**config.mk**
```make
export PLATFORM = sky130hd
export DESIGN_NAME = cnn_pool_packer
export DESIGN_NICKNAME = d
export VERILOG_FILES = /design/src/rtl/cnn_pkg.sv /design/src/rtl/cnn_max_window.sv /design/src/rtl/cnn_pool_packer.sv
export SDC_FILE = /design/constraint.sdc
export NUM_CORES = 1
export LEC_CHECK = 0
export ABC_AREA = 0
export BUFFER_PORTS_ARGS = -buffer_cell sky130_fd_sc_hd__buf_2
export CAP_MARGIN = 40
export CORE_ASPECT_RATIO = 0.6
export CORE_MARGIN = 2
export CORE_UTILIZATION = 54
export CTS_CLUSTER_SIZE = 12
export DETAILED_ROUTE_END_ITERATION = 16
export MAX_ROUTING_LAYER = met4
export PLACE_DENSITY = 0.8
export SLEW_MARGIN = 20
export SYNTH_ARGS = -nofsm -noshare
export SYNTH_HDL_FRONTEND = slang
export SYNTH_HIERARCHICAL = 1
export SYNTH_SLANG_ARGS = --single-unit
```
**constraint.sdc**
```tcl
create_clock -name clk -period 4.96 [get_ports clk]
set_input_delay 0.992 -clock clk [delete_from_list [all_inputs] [get_ports clk]]
set_output_delay 0.992 -clock clk [all_outputs]
set_load 0.01 [all_outputs]
```
**src/rtl/cnn_pkg.sv**
```systemverilog
// Shared types for the CNN pooling/packing datapath.
package cnn_pkg;
  localparam int DATA_W = 16;
  typedef logic signed [DATA_W-1:0] data_t;
  typedef enum logic {FILL = 1'b0, HOLD = 1'b1} pack_state_t;
endpackage

```
**src/rtl/cnn_max_window.sv**
```systemverilog
// Running max over POOL_SIZE accepted samples; win_max is the window result including the current sample.
module cnn_max_window
  import cnn_pkg::*;
#(
  parameter int POOL_SIZE = 2
) (
  input  logic  clk,
  input  logic  reset,
  input  logic  s_valid,
  input  data_t s,
  input  logic  clr,
  output logic  win_done,
  output data_t win_max
);
  localparam int CNT_W = (POOL_SIZE > 1) ? $clog2(POOL_SIZE) : 1;
  localparam logic [CNT_W-1:0] LAST = CNT_W'(POOL_SIZE - 1);

  logic [CNT_W-1:0] r_win_cnt;
  data_t            r_max_acc;

  // Strict compare so a tie keeps the value already held.
  function automatic data_t max_keep(data_t acc, data_t x);
    return (x > acc) ? x : acc;
  endfunction

  always_comb begin
    win_max  = (r_win_cnt == '0) ? s : max_keep(r_max_acc, s);
    win_done = s_valid && (r_win_cnt == LAST);
  end

  always_ff @(posedge clk) begin
    if (reset || clr) begin
      r_win_cnt <= '0;
      r_max_acc <= '0;
    end else if (s_valid) begin
      r_win_cnt <= win_done ? '0 : r_win_cnt + 1'b1;
      r_max_acc <= win_max;
    end
  end
endmodule

```
**src/rtl/cnn_pool_packer.sv**
```systemverilog
// ReLU + 1-D max pool a conv sample stream and pack NUM_INPUTS results into a vector held until fc_ack.
module cnn_pool_packer
  import cnn_pkg::*;
#(
  parameter int NUM_INPUTS = 24,
  parameter int POOL_SIZE  = 2,
  parameter int RELU_EN    = 1
) (
  input  logic  clk,
  input  logic  reset,
  input  data_t in_data,
  input  logic  in_valid,
  output logic  in_ready,
  input  logic  fc_ack,
  output data_t pool_result [NUM_INPUTS],
  output logic  Done
);
  localparam int IDX_W = (NUM_INPUTS > 1) ? $clog2(NUM_INPUTS) : 1;
  localparam logic [IDX_W-1:0] LAST_IDX = IDX_W'(NUM_INPUTS - 1);

  pack_state_t      r_state, w_state_nxt;
  logic             r_in_ready, r_done;
  logic             w_ready_nxt, w_done_nxt;
  logic [IDX_W-1:0] r_out_idx;
  data_t            r_pool [NUM_INPUTS];
  logic             w_accept, w_win_done, w_frame_end;
  data_t            w_s, w_win_max;

  function automatic data_t relu(data_t x);
    return ((RELU_EN != 0) && (x < 0)) ? '0 : x;
  endfunction

  assign w_accept    = in_valid && r_in_ready;
  assign w_s         = relu(in_data);
  assign w_frame_end = w_win_done && (r_out_idx == LAST_IDX);

  cnn_max_window #(.POOL_SIZE(POOL_SIZE)) u_win (
    .clk      (clk),
    .reset    (reset),
    .s_valid  (w_accept),
    .s        (w_s),
    .clr      (r_state == HOLD),
    .win_done (w_win_done),
    .win_max  (w_win_max)
  );

  always_ff @(posedge clk) begin
    if (reset) begin
      r_state    <= FILL;
      r_in_ready <= 1'b1;
      r_done     <= 1'b0;
    end else begin
      r_state    <= w_state_nxt;
      r_in_ready <= w_ready_nxt;
      r_done     <= w_done_nxt;
    end
  end

  always_comb begin
    w_state_nxt = r_state;
    case (r_state)
      FILL:    if (w_frame_end) w_state_nxt = HOLD;
      HOLD:    if (fc_ack)      w_state_nxt = FILL;
      default: w_state_nxt = FILL;
    endcase
  end

  // Handshake flags are registered from the next state so they line up with it.
  always_comb begin
    w_ready_nxt = (w_state_nxt == FILL);
    w_done_nxt  = (w_state_nxt == HOLD);
  end

  always_ff @(posedge clk) begin
    if (reset) begin
      r_out_idx <= '0;
      for (int i = 0; i < NUM_INPUTS; i++) r_pool[i] <= '0;
    end else if (w_win_done) begin
      r_pool[r_out_idx] <= w_win_max;
      r_out_idx         <= w_frame_end ? '0 : r_out_idx + 1'b1;
    end
  end

  assign pool_result = r_pool;
  assign in_ready    = r_in_ready;
  assign Done        = r_done;
endmodule
```
== Word-level counts from Yosys, hierarchy flattened ==
Index checks and enable logic that the tools add are counted.
Storage, ports and cells
  output and inout port bits: 386
  word-level logic and storage cells: 55
  bits of input ports: 20
  register bits after elaboration: 408
Cells by class
  $lt $le $gt $ge: 4
  eq/ne operators: 1
  add/subtract/negate cells: 2
  reduce and logical (&&, ||, !) cells: 5
  bitwise logic cells: 3
  mux-type cells: 11
Operators with widths (number)
  384-bit bitwise mux: 1
  16-bit demux with 5-bit select: 1
  16-bit 2-to-1 mux: 4
  16-bit greater-than comparator: 1
  16-bit by 1-bit less-than comparator with 1-bit output, second input constant: 1
  6-bit greater-or-equal comparator, second input constant: 1
  6-bit by 1-bit less-than comparator with 1-bit output, second input constant: 1
  5-bit NOT with 6-bit output: 1
  5-bit by 1-bit adder with 5-bit output, second input constant: 1
  5-bit == test, second input constant: 1
  5-bit 2-to-1 mux: 1
  1-bit logical AND: 4
  1-bit 2-to-1 mux: 3
  1-bit NOT: 2
  1-bit case mux with 2 select lines: 1
  1-bit adder, second input constant: 1
  1-bit logical OR: 1

== Longest topological paths before layout ==
Gate-level depths: netlist (run 1).
  depth after elaboration: 6
  depth in mapped cells: 13
  gate-level depth less buffers: 10

== By module ==
Netlist (run 1), hierarchy kept.
Modules (own cells, without submodules)
  cnn_pool_packer: cells each 1369, times used 1, area each 15324.7 um^2
  cnn_max_window: cells each 272, times used 1, area each 1958.1 um^2

== Worst setup path before layout (run 1) ==
OpenSTA, ideal clock, no wires.
  path type: input-to-reg
  from: input port in_data[15]
  to: register r_pool, in the netlist pool_result[104]
  path buffers: 3
  cell stages on the path: 13
  setup time: 0.132 ns
  arrival: 3.895 ns
  slack: 0.933 ns
  path through: clkbuf_1 nor2b_1 ha_1 nand4_2 nor4_1 o21ai_1 nand3_2 mux2i_1 buf_2 o211ai_1 nand2b_1 clkbuf_1 mux2i_1
On the way
  word-level cells in the longest chain between the ends: 6
Ends and longest elaborated chain
  from (decl): line cnn_pool_packer.sv:11  | input data_t in_data,
  16-bit by 1-bit less-than comparator with 1-bit output: line cnn_pool_packer.sv:30  | return ((RELU_EN != 0) && (x < 0)) ? '0 : x;
  16-bit 2-to-1 mux: line cnn_pool_packer.sv:30
  via w_s[13]: line cnn_pool_packer.sv:27  | data_t w_s, w_win_max;
  16-bit greater-than comparator: line cnn_max_window.sv:23  | return (x > acc) ? x : acc;
  16-bit 2-to-1 mux: line cnn_max_window.sv:23
  16-bit 2-to-1 mux: line cnn_max_window.sv:27  | win_max = (r_win_cnt == '0) ? s : max_keep(r_max_acc, s);
  via w_win_max[8]: line cnn_pool_packer.sv:27
  384-bit bitwise mux: line cnn_pool_packer.sv:79  | r_pool[r_out_idx] <= w_win_max;
  to (signal, indexed assignment): line cnn_pool_packer.sv:79
  to (decl): line cnn_pool_packer.sv:25  | data_t r_pool [NUM_INPUTS];
The timed path passes the listed nets, and every way through them passes these cells.
A chain may end at the register's enable or synchronous reset.

== Worst setup path in the final report (run 1) ==
  from: input port in_data[15]
  to: register r_pool, in the netlist pool_result[355]
Same word-level chain as after synthesis.

==> flow_summary_export.csv, run 1 <==
group,metric,value,unit
outcome,status,"complete, no violations",
setup_path,max_stage_delay,640,ps
yosys,synth_most_common_cell,"nand2b_1",
clock_tree,cts_tree,"built",
pwr,peakVddDrop,235,uV
sta,setup_viol,0,
layout,antenna_cells,0,
setup_path,criticalPathCategory,"primary input to flop",
drt,routed_wl,51400,um
layout,fillerInstances,2461,
flow_run,drv_cap,0,
drt,drtPass1Iterations,5,
clock_tree,ctsResizeCount,0,
grt,grt_use_met1,0.409,
yosys,netlist_top_cells_count,"417 x nand2b_1, 408 x dfxtp_1, 401 x mux2i_1",
sta,fmax,261,MHz
sta,min_period,3830,ps
layout,multi_input_area,8410,um2
grt,grt_overflow_total,0,
setup_path,slowest_stage,"or4_4",
yosys,synth_top_cells_by_area,"dfxtp_1 47%, mux2i_1 23%, nand2b_1 15%",
yosys,netlist_area,17300,um2
yosys,yosysWarnings,6,
grt,grt_max_degree,206,
floorplan,dieArea,33500,um2
sta,finalSetupTns,0,ps
yosys,syn_avg_cell_area,10.5,um2
layout,area.sequential,8170,um2
sta,whs,469,ps
drt,drtIter0Drc,992,
yosys,yosys.area.top_type,"dfxtp_1",
placed_design,globalplace.congestion,0.957,
layout,drive_gt1_frac,0.267,
placed_design,dp.final_hpwl,35400,um
layout,area_growth,20.0,%
clock_tree,clockBufferDepth,3,
grt,grt_pass1_wl,77000,um
floorplan,fp.dieW,235,um
clock_tree,clkLatencyLatePin,540,ps
sta,rsz0062_at_grt,"no",
clock_tree,clock-sinks,408,
setup_path,cp_max_fo,16,
yosys,synth.distinct_cells,48,
sta,fin_skew,20.4,ps
clock_tree,root_buffer,"clkbuf_16",
grt,antenna_found_initial,0,
setup_path,cp.buffers_inverters,4,
clock_tree,clkTransAtPathRegs,60,ps
grt,grt_busiest_layer,"met2",
yosys,yosysSeqAreaShare,0.473,
grt,grt_usage,0.305,
yosys,synth.top_cell.area_share,0.473,
grt,met2_usage,0.457,
yosys,synthFlopType,"dfxtp_1",
drt,antenna_left,0,
yosys,synthCells,1641,
layout,fin_nets,2040,
setup_path,cpMostUsedCell,"buf_4",
sta,finalHoldViolations,0,
drt,via_per_inst,5.46,
setup_path,crit_chain,"buf_2, nor2b_1, ha_1, nand4_2, or4_4, nor2_4, buf_4, buf_4, a311o_1, o31a_1, o211ai_1, nand2b_1, buf_4, mux2i_1",
setup_path,reg2reg_slack,1240,ps
clock_tree,h-tree-depth,2,
layout,instances_no_fill,2424,
sta,report.final.slew_viol_count,0,
drt,vias,13200,
grt,grtUsageMet3,0.0694,
min_path,hp-class,"flop to flop",
setup_path,cpLargestDelayFamily,"simple AND/OR/NAND/NOR gates",
yosys,synth_edf_count,0,
sta,fin_crit_sh,0.772,
floorplan,start_util,0.551,
placed_design,port_buffers,405,
clock_tree,cts_setup_buffers,0,
setup_path,worstSetupEndpointType,"flop",
floorplan,core-area,31300,um2
pwr,leakage,11.2,nW
yosys,ys_seq_elements,408,
drt,drcViolationCount,0,
floorplan,rows,50,
setup_path,cp.required,5350,ps
setup_path,cp.arrival,4220,ps
clock_tree,hold_buffers,0,
sta,relSlewSlack,0.432,
floorplan,die_h,143,um
drt,wl_per_cell,21.2,um
clock_tree,cts_inserted_buffers,41,
yosys,synthArstFlopShare,0,
setup_path,start_kind,"primary input",
pwr,cellPowerDensity,326,nW/um2
placed_design,dp.cells,2371,
sta,max_slew.worst_pin.slew,851,ps
floorplan,ioPinCount,406,
grt,grt_pass1_vias,12900,
worst paths after layout:
path | start | end | cells after the start
worst min register to register | pool_result[349]$_SDFFE_PP0P_ | pool_result[349]$_SDFFE_PP0P_ | 2
worst max register to register | u_win/r_max_acc[15]$_SDFFE_PP0P_ | pool_result[355]$_SDFFE_PP0P_ | 13
worst min-delay path | pool_result[349]$_SDFFE_PP0P_ | pool_result[349]$_SDFFE_PP0P_ | 2
worst max-delay path | in_data[15] | pool_result[355]$_SDFFE_PP0P_ | 14
layer usage:
metal,up-vias,wire length (um)
met5,-,0
met4,0,1380
met3,86,3790
met2,477,22900
met1,6518,23400
li1,6151,-
logic make-up after synthesis:
kind of cell | synth area share
xor gates and xnor gates | 0.00203
adders and majority gates | 0.0152
DFF | 0.473
buffers and inverters | 0.0431
muxes | 0.234
and+or+nand+nor | 0.201
AOI/OAI and AO/OA | 0.0318
other | 0.000217
metrics by stage:
| stage | setup WS (ps) | power, mW | area [um2] | utilization |
|---|---|---|---|---|
| after floorplan | 933 | 3.77 | 17300 | - |
| after global placement | 698 | 3.99 | 19600 | 0.625 |
| after detailed placement | 619 | 4.00 | 19600 | 0.625 |
| after CTS | 1200 | 6.77 | 20700 | 0.661 |
| after global routing | 864 | 6.96 | 20700 | 0.662 |
| final | 1130 | 6.75 | 20700 | 0.662 |
power breakdown:
part	switching [mW]	total, mW	internal [mW]
Clock	1.25	2.81	1.56
Combinational	0.403	0.631	0.229
Sequential	0.0150	3.31	3.30
Total	1.66	6.75	5.09
final cells by class:
cell class	instances	share of cell area
clock buffer	49	0.0534
multi-input combinational	1083	0.406
sequential	408	0.394
clock inverter	3	0.00169
inverter	19	0.00344
tap	416	0.0251
timing repair buffer	446	0.117
state kept, by name, summed over array words and instances (netlist names):
| signal | count |
|---|---|
| u_win/r_max_acc | 16 |
| pool_result | 384 |
| Done | 1 |
| r_out_idx | 5 |
| in_ready | 1 |
| u_win/r_win_cnt | 1 |
worst reg2reg max path, stage by stage (launching register included):
cell and delay, ps:
dfxtp_1 370, inv_1 80, ha_1 610, nand4_2 290, or4_4 640, nor2_4 350
buf_4 300, buf_4 170, a311o_1 110, o31a_1 130, o211ai_1 100, nand2b_1 110
buf_4 220, mux2i_1 100
cell usage in the layout, fill, tap and decap left out, types with 15 or more instances in the layout:
| cell type | count |
|---|---|
| a311o_1 | 15 |
| buf_2 | 404 |
| buf_4 | 34 |
| clkbuf_16 | 42 |
| dfxtp_1 | 408 |
| ha_1 | 21 |
| inv_1 | 19 |
| mux2i_1 | 401 |
| nand2_1 | 87 |
| nand2_2 | 18 |
| nand2b_1 | 405 |
| nor2b_1 | 19 |
| o211ai_1 | 16 |
| o31a_1 | 15 |
Power figures use the tool's default switching activity.
==> run 2, diff against run 1 <==
--- a/config.mk
+++ b/config.mk
@@ -10,11 +10,11 @@
 export CAP_MARGIN = 40
 export CORE_ASPECT_RATIO = 0.6
 export CORE_MARGIN = 2
-export CORE_UTILIZATION = 54
+export CORE_UTILIZATION = 49
 export CTS_CLUSTER_SIZE = 12
 export DETAILED_ROUTE_END_ITERATION = 16
 export MAX_ROUTING_LAYER = met4
-export PLACE_DENSITY = 0.8
+export PLACE_DENSITY = 0.77
 export SLEW_MARGIN = 20
 export SYNTH_ARGS = -nofsm -noshare
 export SYNTH_HDL_FRONTEND = slang
==> constraint.sdc (replaced) <==
create_clock -name clk -period 3.3 [get_ports clk]
set_input_delay 0.66 -clock clk [delete_from_list [all_inputs] [get_ports clk]]
set_output_delay 0.66 -clock clk [all_outputs]
set_load 0.01 [all_outputs]
==> run 2 against run 1 <==
Net effect:
- clock-buffer cell count is 5 lower
- utilization is 4.7 points lower
- clock power is 52% higher
- non-clock buffer count is 35 higher
- cell count is 3.4% higher
- highest routed layer unchanged
==> flow_summary_export.csv, run 2 (synthesis gave the netlist of run 1 again) <==
group,metric,value,unit
setup_path,cp.arrival,3410,ps
drt,drtPass1Iterations,5,
pwr,pwr-share-seq,0.481,
placed_design,dp.final_hpwl,37000,um
drt,drcViolationCount,0,
sta,report.final.slew_viol_count,0,
sta,setup_ws,290,ps
layout,layout_commonest_cell,"dfxtp_1",
floorplan,fp.dieW,246,um
clock_tree,cts_inserted_buffers,40,
setup_path,slowest_stage,"or4_4",
sta,setup_viol,0,
clock_tree,h-tree-depth,2,
layout,area_growth,24.0,%
drt,via_per_inst,5.34,
pwr,clockPowerShare,0.412,
pwr,leakage,11.5,nW
sta,rsz0062_at_grt,"no",
pwr,cellPowerDensity,483,nW/um2
grt,antenna_found_initial,2,
floorplan,ioPinCount,406,
drt,wl_per_cell,20.9,um
sta,finalHoldViolations,0,
outcome,status,"complete, no violations",
drt,vias,13400,
layout,drive_gt1_frac,0.284,
clock_tree,clkTransAtPathRegs,60,ps
clock_tree,cts_setup_buffers,0,
clock_tree,ctsResizeCount,0,
grt,grt_pass1_wl,77700,um
sta,relSlewSlack,0.555,
floorplan,rows,53,
clock_tree,clock-sinks,408,
flow_run,drv_cap,0,
floorplan,dieArea,36800,um2
sta,fin_skew,14.2,ps
grt,grt_max_degree,127,
floorplan,core-area,34900,um2
setup_path,max_stage_delay,530,ps
setup_path,cp.required,3700,ps
sta,max_slew.worst_pin.slew,668,ps
setup_path,cp.buffers_inverters,4,
clock_tree,hold_buffers,0,
setup_path,worstSetupEndpointType,"flop",
clock_tree,clockBufferDepth,3,
sta,whs,402,ps
placed_design,post-place-ws,-222,ps
setup_path,cpLargestDelayFamily,"simple AND/OR/NAND/NOR gates",
layout,largest_reg_flops,384,
layout,fin_nets,2074,
pwr,swShare,0.245,
floorplan,start_util,0.495,
drt,routed_wl,52400,um
grt,grt_usage,0.282,
clock_tree,root_buffer,"clkbuf_16",
floorplan,die_h,149,um
clock_tree,cts_tree,"built",
pwr,p_int,7.82,mW
pwr,combPwrFrac,0.107,
placed_design,port_buffers,405,
grt,grt_pass1_vias,13100,
drt,antenna_left,0,
drt,drtIter0Drc,874,
min_path,hp-class,"primary input to flop",
grt,grt_overflow_total,0,
clock_tree,clkLatencyLatePin,540,ps
layout,layout_common_cells,"408 x dfxtp_1, 404 x buf_2, 403 x nand2b_1",
setup_path,cpMostUsedCell,"buf_12",
pwr,peakVddDrop,357,uV
sta,fin_crit_sh,0.912,
placed_design,globalplace.congestion,0.942,
setup_path,cp_max_fo,29,
setup_path,criticalPathCategory,"primary input to flop",
sta,min_period,3010,ps
pwr,p_sw,2.53,mW
setup_path,crit_chain,"buf_2, nor2b_2, ha_1, nand4_1, or4_4, buf_4, nor2_4, buf_12, a311o_1, o31a_1, o211ai_1, nand2b_2, buf_12, mux2i_1",
setup_path,start_kind,"primary input",
sta,fmax,332,MHz
run 2: worst reg2reg max path, stage by stage, from the launching register on:
cell	delay, ps
dfxtp_1	360
inv_1	80
ha_1	320
nand4_1	200
or4_4	540
buf_4	160
nor2_4	140
buf_12	190
a311o_1	140
o31a_1	130
o211ai_1	140
nand2b_2	140
buf_12	200
mux2i_1	110
run 2: layout make-up:
class,count,area [um2]
flip-flops and latches,408,8170
multi-input cells,1083,8470
clock inverters,4,106
clock buffers,44,1050
well taps,467,584
diodes,1,2.50
repair buffers,481,2980
fillers,2885,13500
inverters,19,71.3
run 2: through the flow:
step | cell area [um2] | util | TNS, ps | instances | power [mW]
floorplan | 17400 | - | -7440 | 1645 | 5.69
global placement | 20300 | 0.581 | -43390 | 2458 | 6.16
detailed placement | 20300 | 0.581 | -63500 | 2458 | 6.18
CTS | 21400 | 0.614 | 0 | 2506 | 10.4
global route | 21400 | 0.614 | 0 | 2507 | 10.7
finish | 21400 | 0.614 | 0 | 2507 | 10.4
run 2: power groups by stage:
stage                     sequential (mW)  clock (mW)  combinational, mW
after CTS                            4.98        4.34               1.10
after global placement               5.09           0               1.08
after global routing                 4.98        4.53               1.17
after detailed placement             5.09           0               1.09
final                                4.98        4.26               1.11
after floorplan                      5.08           0              0.607
run 2: worst paths after layout:
kind	startpoint	endpoint	slack, ps	cells past startpoint
min reg2reg	pool_result[129]$_SDFFE_PP0P_	pool_result[129]$_SDFFE_PP0P_	470	2
max	in_data[15]	pool_result[33]$_SDFFE_PP0P_	290	14
max reg2reg	u_win/r_max_acc[7]$_SDFFE_PP0P_	pool_result[33]$_SDFFE_PP0P_	330	13
min	fc_ack	in_ready$_SDFF_PP1_	400	3
run 2: metal layers:
metal / share of wire / up-vias / track usage
li1: - / 6237 / -
met1: 0.45 / 6533 / 0.376
met2: 0.44 / 509 / 0.421
met3: 0.075 / 102 / 0.0655
met4: 0.033 / 0 / 0.0961
met5: 0 / - / -
==> run 3, diff against run 2 <==
--- a/config.mk
+++ b/config.mk
@@ -11,11 +11,11 @@
 export CORE_ASPECT_RATIO = 0.6
 export CORE_MARGIN = 2
 export CORE_UTILIZATION = 49
+export CTS_BUF_LIST = sky130_fd_sc_hd__clkbuf_4 sky130_fd_sc_hd__clkbuf_8 sky130_fd_sc_hd__clkbuf_16
 export CTS_CLUSTER_SIZE = 12
 export DETAILED_ROUTE_END_ITERATION = 16
 export MAX_ROUTING_LAYER = met4
 export PLACE_DENSITY = 0.77
-export SLEW_MARGIN = 20
 export SYNTH_ARGS = -nofsm -noshare
 export SYNTH_HDL_FRONTEND = slang
 export SYNTH_HIERARCHICAL = 1
==> run 3 against run 2 <==
Net effect:
- non-clock buffer count is the same
- clock skew grew 2.7 ps
- critical path type unchanged
- largest cell class unchanged
- critical endpoint unchanged
- via count is essentially flat
==> flow_summary_export.csv, run 3 (synthesis gave the netlist of run 1 again) <==
group,metric,value,unit
outcome,status,"complete, no violations",
sta,max_slew.worst_pin.slew,669,ps
sta,report.final.slew_viol_count,0,
setup_path,rr_worst_depth,13,
pwr,finalPower,10.4,mW
floorplan,start_util,0.495,
layout,layout_common_cells,"408 x dfxtp_1, 404 x buf_2, 403 x nand2b_1",
setup_path,r2r-end,"pool_result[33]$_SDFFE_PP0P_",
setup_path,r2r_start,"u_win/r_max_acc[7]$_SDFFE_PP0P_",
clock_tree,hold_buffers,0,
grt,grt_max_degree,127,
setup_path,cp.buffers_inverters,4,
sta,setup_viol,0,
grt,grt_pass1_wl,77700,um
setup_path,worstSetupEndpointType,"flop",
layout,area_growth,24.0,%
drt,drtPass1Iterations,6,
setup_path,start_kind,"primary input",
setup_path,startpoint,"in_data[15]",
pwr,peakVddDrop,358,uV
sta,fmax,332,MHz
clock_tree,h-tree-depth,2,
grt,grt_busiest_layer,"met2",
layout,area.sequential,8170,um2
drt,antenna_left,0,
sta,relSlewSlack,0.554,
drt,wl_per_cell,21.0,um
sta,rsz0062_at_grt,"no",
clock_tree,cts_setup_buffers,0,
drt,routed_wl,52500,um
placed_design,port_buffers,405,
layout,multi_input_area,8470,um2
clock_tree,cts_inserted_buffers,40,
sta,whs,401,ps
setup_path,cpMostUsedCell,"buf_12",
placed_design,place_area,20300,um2
setup_path,criticalPathCategory,"primary input to flop",
setup_path,cp_max_fo,29,
sta,fin_skew,17.0,ps
grt,antenna_found_initial,2,
min_path,min_delay_path_depth,3,
clock_tree,clockBufferDepth,3,
setup_path,crit_chain,"buf_2, nor2b_2, ha_1, nand4_1, or4_4, buf_4, nor2_4, buf_12, a311o_1, o31a_1, o211ai_1, nand2b_2, buf_12, mux2i_1",
floorplan,ioPinCount,406,
layout,fillerInstances,2881,
layout,drive_gt1_frac,0.285,
sta,finalHoldViolations,0,
setup_path,cp.arrival,3410,ps
clock_tree,cts_tree,"built",
clock_tree,clkTransAtPathRegs,60,ps
clock_tree,root_buffer,"clkbuf_16",
clock_tree,clock-sinks,408,
grt,grtUsageMet3,0.0660,
min_path,hp-class,"primary input to flop",
placed_design,dp.final_hpwl,37000,um
grt,grt_pass1_vias,13000,
floorplan,rows,53,
floorplan,fp.dieW,246,um
floorplan,die_h,149,um
setup_path,crit_end,"pool_result[33]$_SDFFE_PP0P_",
sta,min_period,3020,ps
setup_path,crit_cells,14,
placed_design,globalplace.congestion,0.942,
drt,vias,13400,
layout,final_area,21400,um2
setup_path,reg2reg_slack,320,ps
floorplan,dieArea,36800,um2
layout,largest_reg_flops,384,
clock_tree,ctsResizeCount,0,
grt,grt_use_met1,0.376,
setup_path,cp.required,3700,ps
drt,via_per_inst,5.33,
grt,grt_overflow_total,0,
setup_path,max_stage_delay,540,ps
drt,drcViolationCount,0,
setup_path,slowest_stage,"or4_4",
pwr,cellPowerDensity,484,nW/um2
flow_run,drv_cap,0,
drt,drtIter0Drc,907,
layout,fin_nets,2074,
clock_tree,clkLatencyLatePin,550,ps
floorplan,core-area,34900,um2
grt,grt_usage,0.282,
layout,layout_commonest_cell,"dfxtp_1",
setup_path,cpLargestDelayFamily,"simple AND/OR/NAND/NOR gates",
sta,fin_crit_sh,0.914,
pwr,leakage,11.5,nW
grt,met2_usage,0.421,
## run 3: cell counts in the layout (fill, tap and decap cells not counted)
Identical to the previous run, type by type.
## run 3: per-layer routing
layer | wire (um) | part of all wire
met1 | 23800 | 0.45
met2 | 23300 | 0.44
met3 | 3740 | 0.071
met4 | 1700 | 0.032
met5 | 0 | 0
## run 3: worst min-delay path by stage
stage | start | end | slack [ps]
finish | fc_ack | in_ready$_SDFF_PP1_ | 400
global route | fc_ack | in_ready$_SDFF_PP1_ | 430
CTS | fc_ack | in_ready$_SDFF_PP1_ | 390
detailed placement | pool_result[363]$_SDFFE_PP0P_ | pool_result[363]$_SDFFE_PP0P_ | 460
global placement | pool_result[355]$_SDFFE_PP0P_ | pool_result[355]$_SDFFE_PP0P_ | 460
floorplan | u_win/r_max_acc[13]$_SDFFE_PP0P_ | u_win/r_max_acc[13]$_SDFFE_PP0P_ | 450
## run 3: cell type report
cell class,count,share of cell area
Multi-Input combinational cell,1083,0.395
Inverter,19,0.00333
Antenna cell,1,0.000117
Tap cell,467,0.0273
Sequential cell,408,0.381
Clock buffer,44,0.0492
Timing Repair Buffer,481,0.139
Clock inverter,4,0.00496
## run 3: worst reg2reg max path: cells and delay by family (launching register included)
family,cells,cell delay (ps)
AO/OA/AOI/OAI,3,410
AND/OR/NAND/NOR,4,1030
adder cells (fa/ha/maj),1,320
multiplexers,1,100
buffers and inverters,4,630
flip-flops,1,360
## run 3: report_power, final
| group | internal, mW | switching (mW) |
|---|---|---|
| Clock | 2.42 | 1.87 |
| Combinational | 0.466 | 0.647 |
| Sequential | 4.95 | 0.0254 |
## run 3: per-stage QoR
stage	TNS (ps)	instances	setup WS, ps	utilization
finish	0	2507	284	0.614
global route	0	2507	141	0.614
CTS	0	2506	341	0.614
detailed placement	-63500	2458	-222	0.581
global placement	-43390	2458	-170	0.581
floorplan	-7440	1645	-33.5	-
